==> src/rtl/fetch_top.sv <==
// Fetch stage: owns the PC, the instruction-memory handshake and the IF/ID registers.
// DROP lets an abandoned request complete; HOLD parks data that decode cannot take yet.
module fetch_top #(
  parameter int ADDR_SIZE = 32,
  parameter int INSTR_SIZE = 32,
  parameter logic [ADDR_SIZE-1:0] RESET_PC = 32'h0000_1000,
  parameter logic [INSTR_SIZE-1:0] NOP_INSTR = 32'h0000_0000
) (
  input  logic                  clk,
  input  logic                  reset,
  input  logic                  pc_write,
  input  logic                  if_id_write,
  input  logic                  is_jump,
  input  logic [ADDR_SIZE-1:0]  jump_addr,
  input  logic                  branch_taken,
  input  logic [ADDR_SIZE-1:0]  branch_addr,
  output logic                  imem_req,
  output logic [ADDR_SIZE-1:0]  imem_addr,
  input  logic                  imem_ready,
  input  logic [INSTR_SIZE-1:0] imem_rdata,
  output logic [ADDR_SIZE-1:0]  out_pc,
  output logic [INSTR_SIZE-1:0] instruction
);

  typedef enum logic [1:0] {FETCH, DROP, HOLD} state_t;

  localparam logic [ADDR_SIZE-1:0] PC_STEP =
    {{(ADDR_SIZE-3){1'b0}}, 3'd4};

  state_t state, state_n;
  logic [ADDR_SIZE-1:0] pc, pc_n;
  logic [ADDR_SIZE-1:0] redir_pc, redir_n;
  logic [ADDR_SIZE-1:0] out_pc_n;
  logic [INSTR_SIZE-1:0] hold_instr, hold_n;
  logic [INSTR_SIZE-1:0] instr_n;
  logic accept, redirect;
  logic [ADDR_SIZE-1:0] target;

  assign accept = pc_write & if_id_write;
  assign redirect = branch_taken | (is_jump & if_id_write);
  assign target = branch_taken ? branch_addr : jump_addr;

  assign imem_req = reset & (state != HOLD);
  assign imem_addr = pc;

  always_comb begin
    state_n = state;
    pc_n = pc;
    redir_n = redir_pc;
    hold_n = hold_instr;
    out_pc_n = out_pc;
    instr_n = instruction;
    unique case (state)
      FETCH: begin
        if (imem_ready) begin
          if (redirect) begin
            pc_n = target;
            out_pc_n = pc;
            instr_n = NOP_INSTR;
          end else if (accept) begin
            pc_n = pc + PC_STEP;
            out_pc_n = pc;
            instr_n = imem_rdata;
          end else begin
            hold_n = imem_rdata;
            state_n = HOLD;
          end
        end else if (redirect) begin
          redir_n = target;
          out_pc_n = pc;
          instr_n = NOP_INSTR;
          state_n = DROP;
        end else if (if_id_write) begin
          out_pc_n = pc;
          instr_n = NOP_INSTR;
        end
      end
      DROP: begin
        if (redirect) redir_n = target;
        if (redirect || if_id_write) begin
          out_pc_n = pc;
          instr_n = NOP_INSTR;
        end
        if (imem_ready) begin
          pc_n = redirect ? target : redir_pc;
          state_n = FETCH;
        end
      end
      HOLD: begin
        if (redirect) begin
          pc_n = target;
          out_pc_n = pc;
          instr_n = NOP_INSTR;
          state_n = FETCH;
        end else if (accept) begin
          pc_n = pc + PC_STEP;
          out_pc_n = pc;
          instr_n = hold_instr;
          state_n = FETCH;
        end
      end
      default: state_n = FETCH;
    endcase
  end

  always_ff @(posedge clk or negedge reset) begin
    if (!reset) begin
      state <= FETCH;
      pc <= RESET_PC;
      redir_pc <= '0;
      hold_instr <= '0;
      out_pc <= '0;
      instruction <= NOP_INSTR;
    end else begin
      state <= state_n;
      pc <= pc_n;
      redir_pc <= redir_n;
      hold_instr <= hold_n;
      out_pc <= out_pc_n;
      instruction <= instr_n;
    end
  end

endmodule

==> config.mk <==
export PLATFORM = sky130hd
export DESIGN_NAME = fetch_top
export DESIGN_NICKNAME = d
export VERILOG_FILES = /design/src/rtl/fetch_top.sv
export SDC_FILE = /design/constraint.sdc
export NUM_CORES = 1
export LEC_CHECK = 0
export CAP_MARGIN = 10
export CORE_MARGIN = 3
export CORE_UTILIZATION = 40
export CTS_CLUSTER_DIAMETER = 100
export DETAILED_ROUTE_END_ITERATION = 8
export PLACE_DENSITY_LB_ADDON = 0.2
export SLEW_MARGIN = 20
export SYNTH_ARGS = -nofsm -noshare
export SYNTH_HDL_FRONTEND = slang
export SYNTH_SLANG_ARGS = --single-unit
==> constraint.sdc <==
create_clock -name clk -period 6.36 [get_ports clk]
set_clock_uncertainty 0.05 [all_clocks]
set_input_delay 1.272 -clock clk [delete_from_list [all_inputs] [get_ports clk]]
set_output_delay 1.272 -clock clk [all_outputs]
set_load 0.02 [all_outputs]
==> flow_metrics.py <==
metrics = {
    "setup_path": {
        "critPathKind": "in2reg",
        "crit_slowest_cell": "clkdlybuf4s50_1",
        "r2r_end": "imem_addr[4]$_DFFE_PN0P_",
        "worstSetupStartpointType": "primary input",
        "cp_common_cell": "buf_4",
        "critical_path.n_buffers_inverters": 4,
        "crit_family": "buffers and inverters",
        "worstPathCellList": "clkdlybuf4s50_1 > o21a_1 > buf_4 > or3_1 > buf_4 > nand4b_2 > buf_4 > o31ai_1",
        "critPathMaxFanout": 64,
        "rr_startpoint": "state[1]$_DFFE_PN0P_",
        "cp-end-kind": "flip-flop",
        "critPathMaxStageDelay_ns": 0.86,
        "cp_data_required_time_ns": 6.62,
        "rrSetupSlack_ns": 2.85,
        "critical_path_arrival_ns": 4.35,
        "rr_worst_depth": 9,
    },
    "drt": {
        "postRouteAntennaNets": 0,
        "drc": 0,
        "drt_iter0_drc": 955,
        "vias": 8998,
        "wl_per_cell_microns": 20.27,
        "drt-total-wl_mm": 30.06,
        "viasPerCell": 6.067,
        "drtPass1Iterations": 5,
    },
    "yosys": {
        "yosysTopAreaCell": "dfrtp_1",
        "yosysMostFrequentCell": "dfrtp_1",
        "yosys_warnings": 0,
        "ys.flop_type": "dfrtp_1",
        "synth_simple_gate_area_frac": 0.1466,
        "ys_types": 64,
        "yosys-top-cells-count": "161 x dfrtp_1, 77 x o21ai_0, 74 x nor2_1",
        "synthesis.nets": 1127,
        "synthMuxAreaShare": 0.06408,
        "synthTopCellsByArea": "dfrtp_1 43%, o21ai_0 4.1%, mux2_2 4.1%",
        "yosys.area.top_type_share": 0.4281,
        "synth_cells": 1019,
        "async_reset_ff_frac": 1.000,
        "synth_edf_count": 0,
        "syn_area_sq_mm": 0.009412,
        "synth_compound_area_frac": 0.2822,
        "syn_avg_cell_area_sq_um": 9.236,
        "synth-xor-area-share": 0.0009306,
        "synth_top_family_by_area": "compound AO/OA/AOI/OAI gates",
        "yosys.area_share.adder": 0.006647,
        "ys_ff_latch": 162,
        "seq_area_frac_synth": 0.4309,
    },
    "power_and_ir_drop": {
        "power_switching_mw": 2.618,
        "power_mw": 6.047,
        "p_int_mw": 3.429,
        "p_seq_frac": 0.334,
        "peakVddDrop_mv": 0.3612,
        "leakagePower_nw": 4.780,
        "p_sw_frac": 0.4329,
        "p_comb_frac": 0.498,
        "p_clk_frac": 0.168,
        "power.density_mw_per_mm2": 500.4,
    },
    "timing": {
        "setup_viol": 0,
        "report.final.slew_viol_count": 0,
        "fin_crit_ns": 4.090,
        "finalHoldViolCount": 0,
        "max_freq_mhz": 244.5,
        "worst_slew_pin_slew_ns": 1.063,
        "rsz0062_at_grt": "no",
        "period_share": 0.6431,
        "relSlewSlack": 0.2884,
        "finalSetupTns_ns": 0,
        "setup_slack_ns": 2.270,
    },
    "clock_network": {
        "post-cts-setup-buffer-count": 0,
        "cts_buffers": 17,
        "cts_buffer_depth": 2,
        "cts_tree": "yes",
        "cts.sinks": 162,
        "cts_hold_buffers": 0,
        "clk_pin_slew_worst_paths_ns": 0.07,
        "post_cts_resize_count": 0,
        "clockRootBuffer": "clkbuf_16",
        "insertion_delay_ns": 0.43,
        "h-tree-depth": 4,
    },
    "placed_design": {
        "dp_hpwl_mm": 19.89,
        "preCtsSetupSlack_ns": 1.958,
        "dp.cells": 1451,
        "gp_congestion": 0.8731,
        "io_buffers": 199,
        "place_area_sq_mm": 0.01151,
    },
    "cells_and_area": {
        "nFillCells": 2157,
        "nets": 1265,
        "final_cells": 1483,
        "final_area_sq_mm": 0.01208,
        "diodes": 0,
        "final_layout_size_suffix_gt1_frac": 0.1256,
        "syn2layout_area_growth_pct": 28.40,
        "multi_input_area_sq_mm": 0.004737,
        "area.sequential_sq_mm": 0.004055,
    },
    "floorplan": {
        "core_sq_mm": 0.02285,
        "die_h_microns": 159.4,
        "start_util": 0.4119,
        "rows": 55,
        "die_area_sq_mm": 0.02541,
        "ios": 200,
        "die_w_microns": 159.4,
    },
    "run_status": {
        "status": "finished, final reports clean",
    },
    "flow_run": {
        "cap_viol_max_count": 0,
    },
    "global_routing": {
        "use_met2": 0.3368,
        "antenna_found_initial": 0,
        "gr-total-overflow": 0,
        "grtUsageMet3": 0.04735,
        "grt_max_degree": 69,
        "busiest_layer": "met1",
        "grt_util_met1": 0.3558,
        "grt_pass1_wl_mm": 48.12,
        "track_usage": 0.2314,
        "grt_pass1_vias": 8357,
    },
    "min_path": {
        "hold_depth": 2,
        "hp-class": "reg2reg",
        "hp-start": "instruction[28]$_DFFE_PN0P_",
        "holdPathEnd": "instruction[28]$_DFFE_PN0P_",
    },
}
final cells by class:
| type | count | area share |
|---|---|---|
| Timing Repair Buffer | 222 | 0.1811 |
| Clock buffer | 17 | 0.03520 |
| Tap cell | 313 | 0.03241 |
| Clock inverter | 15 | 0.01222 |
| Multi-Input combinational cell | 717 | 0.3920 |
| Sequential cell | 162 | 0.3356 |
| Inverter | 37 | 0.01149 |
power by group through the flow:
stage / Clock, mW / Sequential, mW / Combinational, mW
floorplan: 0 / 2.14 / 1.75
global placement: 0 / 2.01 / 2.92
detailed placement: 0 / 2.02 / 2.99
CTS: 1.04 / 2.00 / 3.00
global route: 1.08 / 2.09 / 3.27
finish: 1.02 / 2.02 / 3.01
worst reg2reg max path, delay by kind of cell, from the launching register on:
family	cells	cell delay, ns
AO/OA/AOI/OAI	3	1.10
adder cells (fa/ha/maj)	1	0.16
buffers and inverters	4	1.52
flip-flops	1	0.41
AND/OR/NAND/NOR	1	0.17
sequential cells by signal, summed over array words and instances (netlist names):
| signal | flops |
|---|---|
| hold_instr | 32 |
| imem_addr | 32 |
| redir_pc | 32 |
| instruction | 32 |
| out_pc | 32 |
| state | 2 |
kinds of logic after synthesis:
group,Yosys count
AOI/OAI and AO/OA,373
and+or+nand+nor,282
DFF,162
buffers and inverters,140
muxes,56
adders and majority gates,5
xor gates and xnor gates,1
worst max-delay path by stage:
stage                 from                           to  slack (ns)  depth (start not counted)
6_report       if_id_write  instruction[25]$_DFFE_PN0P_        2.27                          8
4_1_cts        if_id_write  instruction[25]$_DFFE_PN0P_        2.37                          8
3_5_place_dp   if_id_write   instruction[0]$_DFFE_PN0P_        1.96                          8
2_1_floorplan        reset                     imem_req        3.44                          1
5_1_grt        if_id_write  instruction[16]$_DFFE_PN0P_        2.15                          8
3_3_place_gp   if_id_write   instruction[5]$_DFFE_PN0P_        2.02                          8
metrics by stage:
stage | hold WS (ns) | utilization
after floorplan | 0.4252 | -
after global placement | 0.4120 | 0.5019
after detailed placement | 0.4159 | 0.5037
after CTS | 0.4311 | 0.5288
after global routing | 0.4574 | 0.5289
final | 0.4249 | 0.5289
metal layers:
| metal | vias to the layer above | part of all wire |
|---|---|---|
| li1 | 4148 | - |
| met1 | 4384 | 0.47 |
| met2 | 438 | 0.44 |
| met3 | 28 | 0.086 |
| met4 | 0 | 0.011 |
| met5 | - | 0 |
cells in the final DEF, fill, tap and decap left out, drive strengths merged, types with 3 or more instances in the layout:
master and count:
a211oi 3, a21o 3, a21oi 52, a221o 29, a221oi 6, a22oi 36
a2bb2oi 5, a31oi 54, a41oi 3, and2 8, and3 15, buf 25
clkbuf 17, clkdlybuf4s50 197, clkinv 6, dfrtp 161, ha 5, inv 43
mux2 34, mux2i 22, nand2 68, nand3 43, nand4 11, nor2 75
nor2b 6, nor3 38, nor4 8, o21a 4, o21ai 83, o221a 32
o221ai 11, o22ai 3, o31ai 32, or3 3
(Power assumes the default switching activity.)
